[config.mk]
export PLATFORM = sky130hd
export DESIGN_NAME = inst_fetch
export DESIGN_NICKNAME = d
export VERILOG_FILES = /design/src/rtl/inst_fetch.sv
export SDC_FILE = /design/constraint.sdc
export NUM_CORES = 1
export LEC_CHECK = 0
export ABC_AREA = 1
export BUFFER_PORTS_ARGS = -buffer_cell sky130_fd_sc_hd__buf_2
export CAP_MARGIN = 40
export CORE_MARGIN = 2
export CORE_UTILIZATION = 59
export DETAILED_ROUTE_END_ITERATION = 6
export PLACE_DENSITY_LB_ADDON = 0.05
export SLEW_MARGIN = 20
export SYNTH_ARGS = -nofsm -noshare
export SYNTH_HDL_FRONTEND = slang
export SYNTH_SLANG_ARGS = --single-unit
[constraint.sdc]
create_clock -name clk -period 5.75 [get_ports clk]
set_input_delay 0.575 -clock clk [delete_from_list [all_inputs] [get_ports clk]]
set_output_delay 0.575 -clock clk [all_outputs]
set_load 0.03 [all_outputs]
[src/rtl/inst_fetch.sv]
// Instruction fetch: owns the PC, requests words from the instruction ROM, folds
// unconditional jumps and queues {pc, inst} pairs for decode behind valid/ready.
module inst_fetch #(
  parameter int              DWIDTH   = 16,
  parameter int              AWIDTH   = 16,
  parameter int              QDEPTH   = 2,
  parameter logic [AWIDTH-1:0] PC_RESET = '0,
  parameter logic [3:0]      JMP_OP   = 4'b1010
) (
  input  logic              clk,
  input  logic              rst,
  output logic [AWIDTH-1:0] rom_addr,
  output logic              rom_ready,
  input  logic [DWIDTH-1:0] rom_data,
  input  logic              rom_valid,
  input  logic              redirect_valid,
  input  logic [AWIDTH-1:0] redirect_pc,
  output logic              inst_valid,
  input  logic              inst_ready,
  output logic [DWIDTH-1:0] inst,
  output logic [AWIDTH-1:0] inst_pc
);

  localparam int PW = (QDEPTH > 1) ? $clog2(QDEPTH) : 1;
  localparam int CW = $clog2(QDEPTH + 1);

  logic [AWIDTH-1:0] pc;
  logic [DWIDTH-1:0] q_inst [QDEPTH];
  logic [AWIDTH-1:0] q_pc   [QDEPTH];
  logic [PW-1:0]     rd_ptr;
  logic [PW-1:0]     wr_ptr;
  logic [CW-1:0]     count;

  logic pop;
  logic full;
  logic capture;
  logic is_jump;
  logic push;

  // Head comes straight from registered storage; no path from rom_data to inst.
  assign inst_valid = (count != '0);
  assign inst       = q_inst[rd_ptr];
  assign inst_pc    = q_pc[rd_ptr];

  assign pop       = inst_valid & inst_ready;
  assign full      = (count == CW'(QDEPTH));
  assign rom_ready = !rst && !redirect_valid && (!full || pop);
  assign rom_addr  = pc;
  assign capture   = rom_ready & rom_valid;
  assign is_jump   = (rom_data[15:12] == JMP_OP);
  assign push      = capture & !is_jump;

  always_ff @(posedge clk) begin
    if (rst) begin
      pc     <= PC_RESET;
      count  <= '0;
      rd_ptr <= '0;
      wr_ptr <= '0;
      for (int i = 0; i < QDEPTH; i++) begin
        q_inst[i] <= '0;
        q_pc[i]   <= '0;
      end
    end else if (redirect_valid) begin
      // Any pop this cycle already completed to decode; the rest is discarded.
      pc     <= redirect_pc;
      count  <= '0;
      rd_ptr <= '0;
      wr_ptr <= '0;
    end else begin
      if (capture) begin
        pc <= is_jump ? AWIDTH'(rom_data[7:0]) : pc + AWIDTH'(1);
      end
      if (push) begin
        q_inst[wr_ptr] <= rom_data;
        q_pc[wr_ptr]   <= pc;
        wr_ptr         <= wr_ptr + PW'(1);
      end
      if (pop) begin
        rd_ptr <= rd_ptr + PW'(1);
      end
      case ({push, pop})
        2'b10:   count <= count + CW'(1);
        2'b01:   count <= count - CW'(1);
        default: count <= count;
      endcase
    end
  end

`ifndef SYNTHESIS
  always_ff @(posedge clk) begin
    if (!rst && !redirect_valid) begin
      assert (!(push && full && !pop));
      assert (!(pop && !inst_valid));
    end
  end
`endif

endmodule

**Word-level counts from Yosys, hierarchy flattened**

Memory sizes are Yosys's and may differ from the RTL's. A register that Yosys moved wholly into a read port is not among the register bits.
Index checks and enable logic that the tools add are counted.

- Register bits after elaboration: 20
- Memory bits (writable): 64
- Output and inout port bits: 50
- Memories kept: 2

Memories:

| name | depth | width | rd ports | clocked after Yosys merged registers in | write ports | RTL line | source |
|---|---|---|---|---|---|---|---|
| q_inst | 2 | 16 | 1 | 1 | 2 | 28 | `logic [DWIDTH-1:0] q_inst [QDEPTH];` |
| q_pc | 2 | 16 | 1 | 1 | 2 | 29 | `logic [AWIDTH-1:0] q_pc [QDEPTH];` |

- $add $sub $neg: 5
- Equality and inequality tests: 4
- Mux-type cells: 20
- Bitwise logic cells: 3
- Reduce and logical (&&, ||, !) cells: 13

Operators by type and width:

| operator | count |
|---|---|
| 16-bit 2-to-1 mux | 5 |
| 16-bit OR reduction | 2 |
| 16-bit by 1-bit adder with 16-bit output, second input constant | 1 |
| 1-bit 2-to-1 mux | 14 |
| 2-bit nonzero test | 3 |
| 2-bit == test, second input constant | 2 |
| 4-bit == test, second input constant | 1 |
| 1-bit zero test | 4 |
| 2-bit case mux with 2 select lines | 1 |
| 1-bit bitwise AND | 3 |
| 1-bit adder, second input constant | 2 |
| 2-bit by 1-bit adder with 2-bit output, second input constant | 1 |
| 2-bit by 1-bit == test with 1-bit output, second input constant | 1 |
| 1-bit logical AND | 2 |
| 2-bit OR reduction | 1 |
| 2-bit by 1-bit subtractor with 2-bit output, second input constant | 1 |
| 1-bit logical OR | 1 |

**Logic depth before layout (Yosys ltp)**

- Depth after elaboration: 12
- Gate-level depth with buffers: 10

**Worst setup path after synthesis**

OpenSTA, ideal clock, no wires.

- Path type: input port to flip-flop
- Start: input rst
- End: memory q_inst[1][0] (enable)
- Setup time: 0.389 ns
- Arrival time: 2.147 ns
- Setup slack: 3.213 ns
- Stages on the path: 9
- Path buffers: 2
- Cells stage by stage: buf_4 nor2_4 nand3_2 nor2_4 inv_2 nor2_4 inv_2 buf_6 nand2_1

RTL lines:

| item | RTL line | source |
|---|---|---|
| from (decl) | 11 | `input logic rst,` |
| to (decl) | 28 |  |

==> flow_summary.yaml <==
status:
  outcome: "completed"
clocking:
  cts_tree: "done"
  cts_resized: 0
  post-cts-setup-buffers: 0
  cts_buffer_depth: 2
  clockRootBuffer: "clkbuf_8"
  cts.clk_slew.worst_paths_ps: 80
  cts.htree.levels: 3
  numCtsBuffers: 9
  cts_hold_repair.buffers: 0
  cts_sinks: 85
  clk_latency_ps: 360
global_routing:
  overflow: 0
  grt_util_all_layers_pct: 25.0
  grt_max_degree: 34
  grt_pass1_vias: 2942
  antenna_found_initial: 0
  grt_pass1_wl_mm: 14.3
pwr:
  p_per_area_mw_per_mm2: 278
  ir_drop_v: 0.000150
  p_total_mw: 1.32
  p_leak_nw: 2.04
finish:
  drive_gt1_share_pct: 29.7
  nets: 536
  n_fill_cell: 544
  area_growth_pct: 16.0
  antenna_cells: 0
critical_path:
  reg2reg_slack_ps: 3180
  cp.arrival_ps: 2780
  worstReg2RegStart: "count[0]"
  worstSetupPathType: "in2reg"
  ff2ff_path_depth: 9
  endpoint_kind: "flip-flop"
  required_ps: 5830
  crit_start: "rom_data[13]"
  reg2reg_to: "q_inst[1][10]"
  critPathLaunchType: "input pin"
  cp_max_fo: 33
  critPathCapture: "q_inst[1][10]"
yosys:
  synth.top_cells.by_area: "edfxtp_1 (47%), dfxtp_1 (10%), mux2_2 (7.2%)"
  yosysTopAreaCell: "edfxtp_1"
  synth_area_mm2: 0.00408
  synth_nets: 452
  ys_warn_count: 0
  synth_top_area_share_pct: 47.1
  synth_cell_types: 27
  synthFlopType: "edfxtp_1"
  ys_seq_area_share_pct: 57.4
  yosysMostFrequentCell: "nor2_1"
  avgSynthCellArea_um2: 9.89
  synth-edff-count: 64
  synth_commonest_cells: "nor2_1 (72), edfxtp_1 (64), inv_1 (50)"
  synth_seq_cells: 85
  async_flop_share_pct: 0
  syn_inst: 413
timing:
  fin_setup_tns_ps: 0
  max_freq_mhz: 371
  rsz0062_at_grt: "no"
  worst_pin_slew_ps: 716
  period_share_pct: 46.9
  period_needed_ps: 2690
  drv_slew: 0
  maxSlewHeadroom_pct: 52.1
  timing_hold_violations_final: 0
  skew_ps: 13.8
  setup_viol: 0
route:
  first_pass_iters: 5
  via_count: 3176
  drc_errors: 0
  wl_per_cell_um: 15.8
  route.detailed.vias_per_inst: 5.46
  drt_first_iter_violations: 231
  ant_nets: 0
  drt_wl_total_mm: 9.20
floorplan:
  io_pins: 87
  die_w_um: 87.2
  dieArea_mm2: 0.00760
  die_h_um: 87.2
  num_rows: 30
  core_area_mm2: 0.00676
  initial_utilization_pct: 60.4
min_path:
  worstHoldPathType: "reg2reg"
  hp-start: "rd_ptr"
placed_design:
  dpl.hpwl_mm: 6.31
  routabilityCongestion: 0.877
  portBuffers: 86
run:
  cap_viol_max_count: 0
[worst min path at each step]
stage | endpoint | slack (ps) | depth (start not counted)
floorplan | flip-flop | 430 | 1
global placement | rd_ptr | 450 | 1
detailed placement | rd_ptr | 450 | 1
CTS | rd_ptr | 460 | 1
global route | rom_addr[3] | 490 | 3
finish | rd_ptr | 460 | 1
[placed cells by master, fill, tap and decap left out, types with 3 or more instances in the layout]
cell type  synthesis  routed
buf_2             10      86
nor2_1            72      72
edfxtp_1          64      64
inv_1             50      50
nand2_1           48      47
o21ai_0           29      29
mux2_2            26      26
a21oi_1           25      25
dfxtp_1           21      21
nand3_1           19      19
nor2_2            10      10
clkbuf_8           0       9
mux2_1             6       6
nand4_1            5       5
o211ai_1           4       4
buf_4              1       4
nor2_4             3       3
nor3_1             3       3
[cells by family (layout without fill, tap and decap cells)]
logic type,count (synthesis),count (layout),share of synthesized area [%]
AOI/OAI and AO/OA,61,61,7.84
adders and majority gates,2,2,0.613
buffers and inverters,69,158,7.48
DFF,85,85,57.4
and+or+nand+nor,163,163,17.7
muxes,32,32,8.82
xor gates and xnor gates,1,1,0.214
[metrics by stage]
stage / area (um^2) / util [%] / cells / hold WS, ps / setup WS [ps]
floorplan: 4080 / - / 413 / 425 / 3210
global placement: 4530 / 67.1 / 566 / 451 / 2640
detailed placement: 4540 / 67.1 / 566 / 453 / 2730
CTS: 4740 / 70.1 / 582 / 464 / 3080
global route: 4740 / 70.1 / 582 / 493 / 2890
finish: 4740 / 70.1 / 582 / 462 / 3060
[layer usage]
metal | routed length [um] | vias up | share of wire, % | GRT usage [%]
met4 | 98 | 0 | 1.1 | 6.29
li1 | - | 1555 | - | -
met2 | 4430 | 126 | 48 | 40.9
met1 | 4090 | 1486 | 44 | 34.1
met5 | 0 | - | 0 | 0
met3 | 583 | 9 | 6.3 | 5.69
[power by group]
group	total (mW)	internal, mW	switching [mW]
sequential	0.707	0.690	0.0170
clock	0.431	0.205	0.226
combinational	0.180	0.0540	0.126
total	1.32	0.948	0.369
[area by class of cell]
class | instances | area [um^2] | area share, %
Inverter | 52 | 195 | 4.12
Sequential cell | 85 | 2340 | 49.5
Clock buffer | 10 | 128 | 2.69
Tap cell | 80 | 100 | 2.11
Multi-Input combinational cell | 259 | 1440 | 30.4
Clock inverter | 6 | 71.3 | 1.51
Timing Repair Buffer | 90 | 460 | 9.72
[state kept, by name, indices dropped and copies added, names as in the netlist, named ones only]
name,cells
q_inst,32
q_pc,32
wr_ptr,1
count,2
rom_addr,16
rd_ptr,1
[critical path, cell delays in order]
cell and delay (ps):
buf_2 110, nand2_1 80, nor3_4 320, nor2_4 120
inv_2 110, nor2_4 40, inv_2 510, nand2_1 500
buf_4 390
No activity file was read; power rests on OpenSTA's default activity.
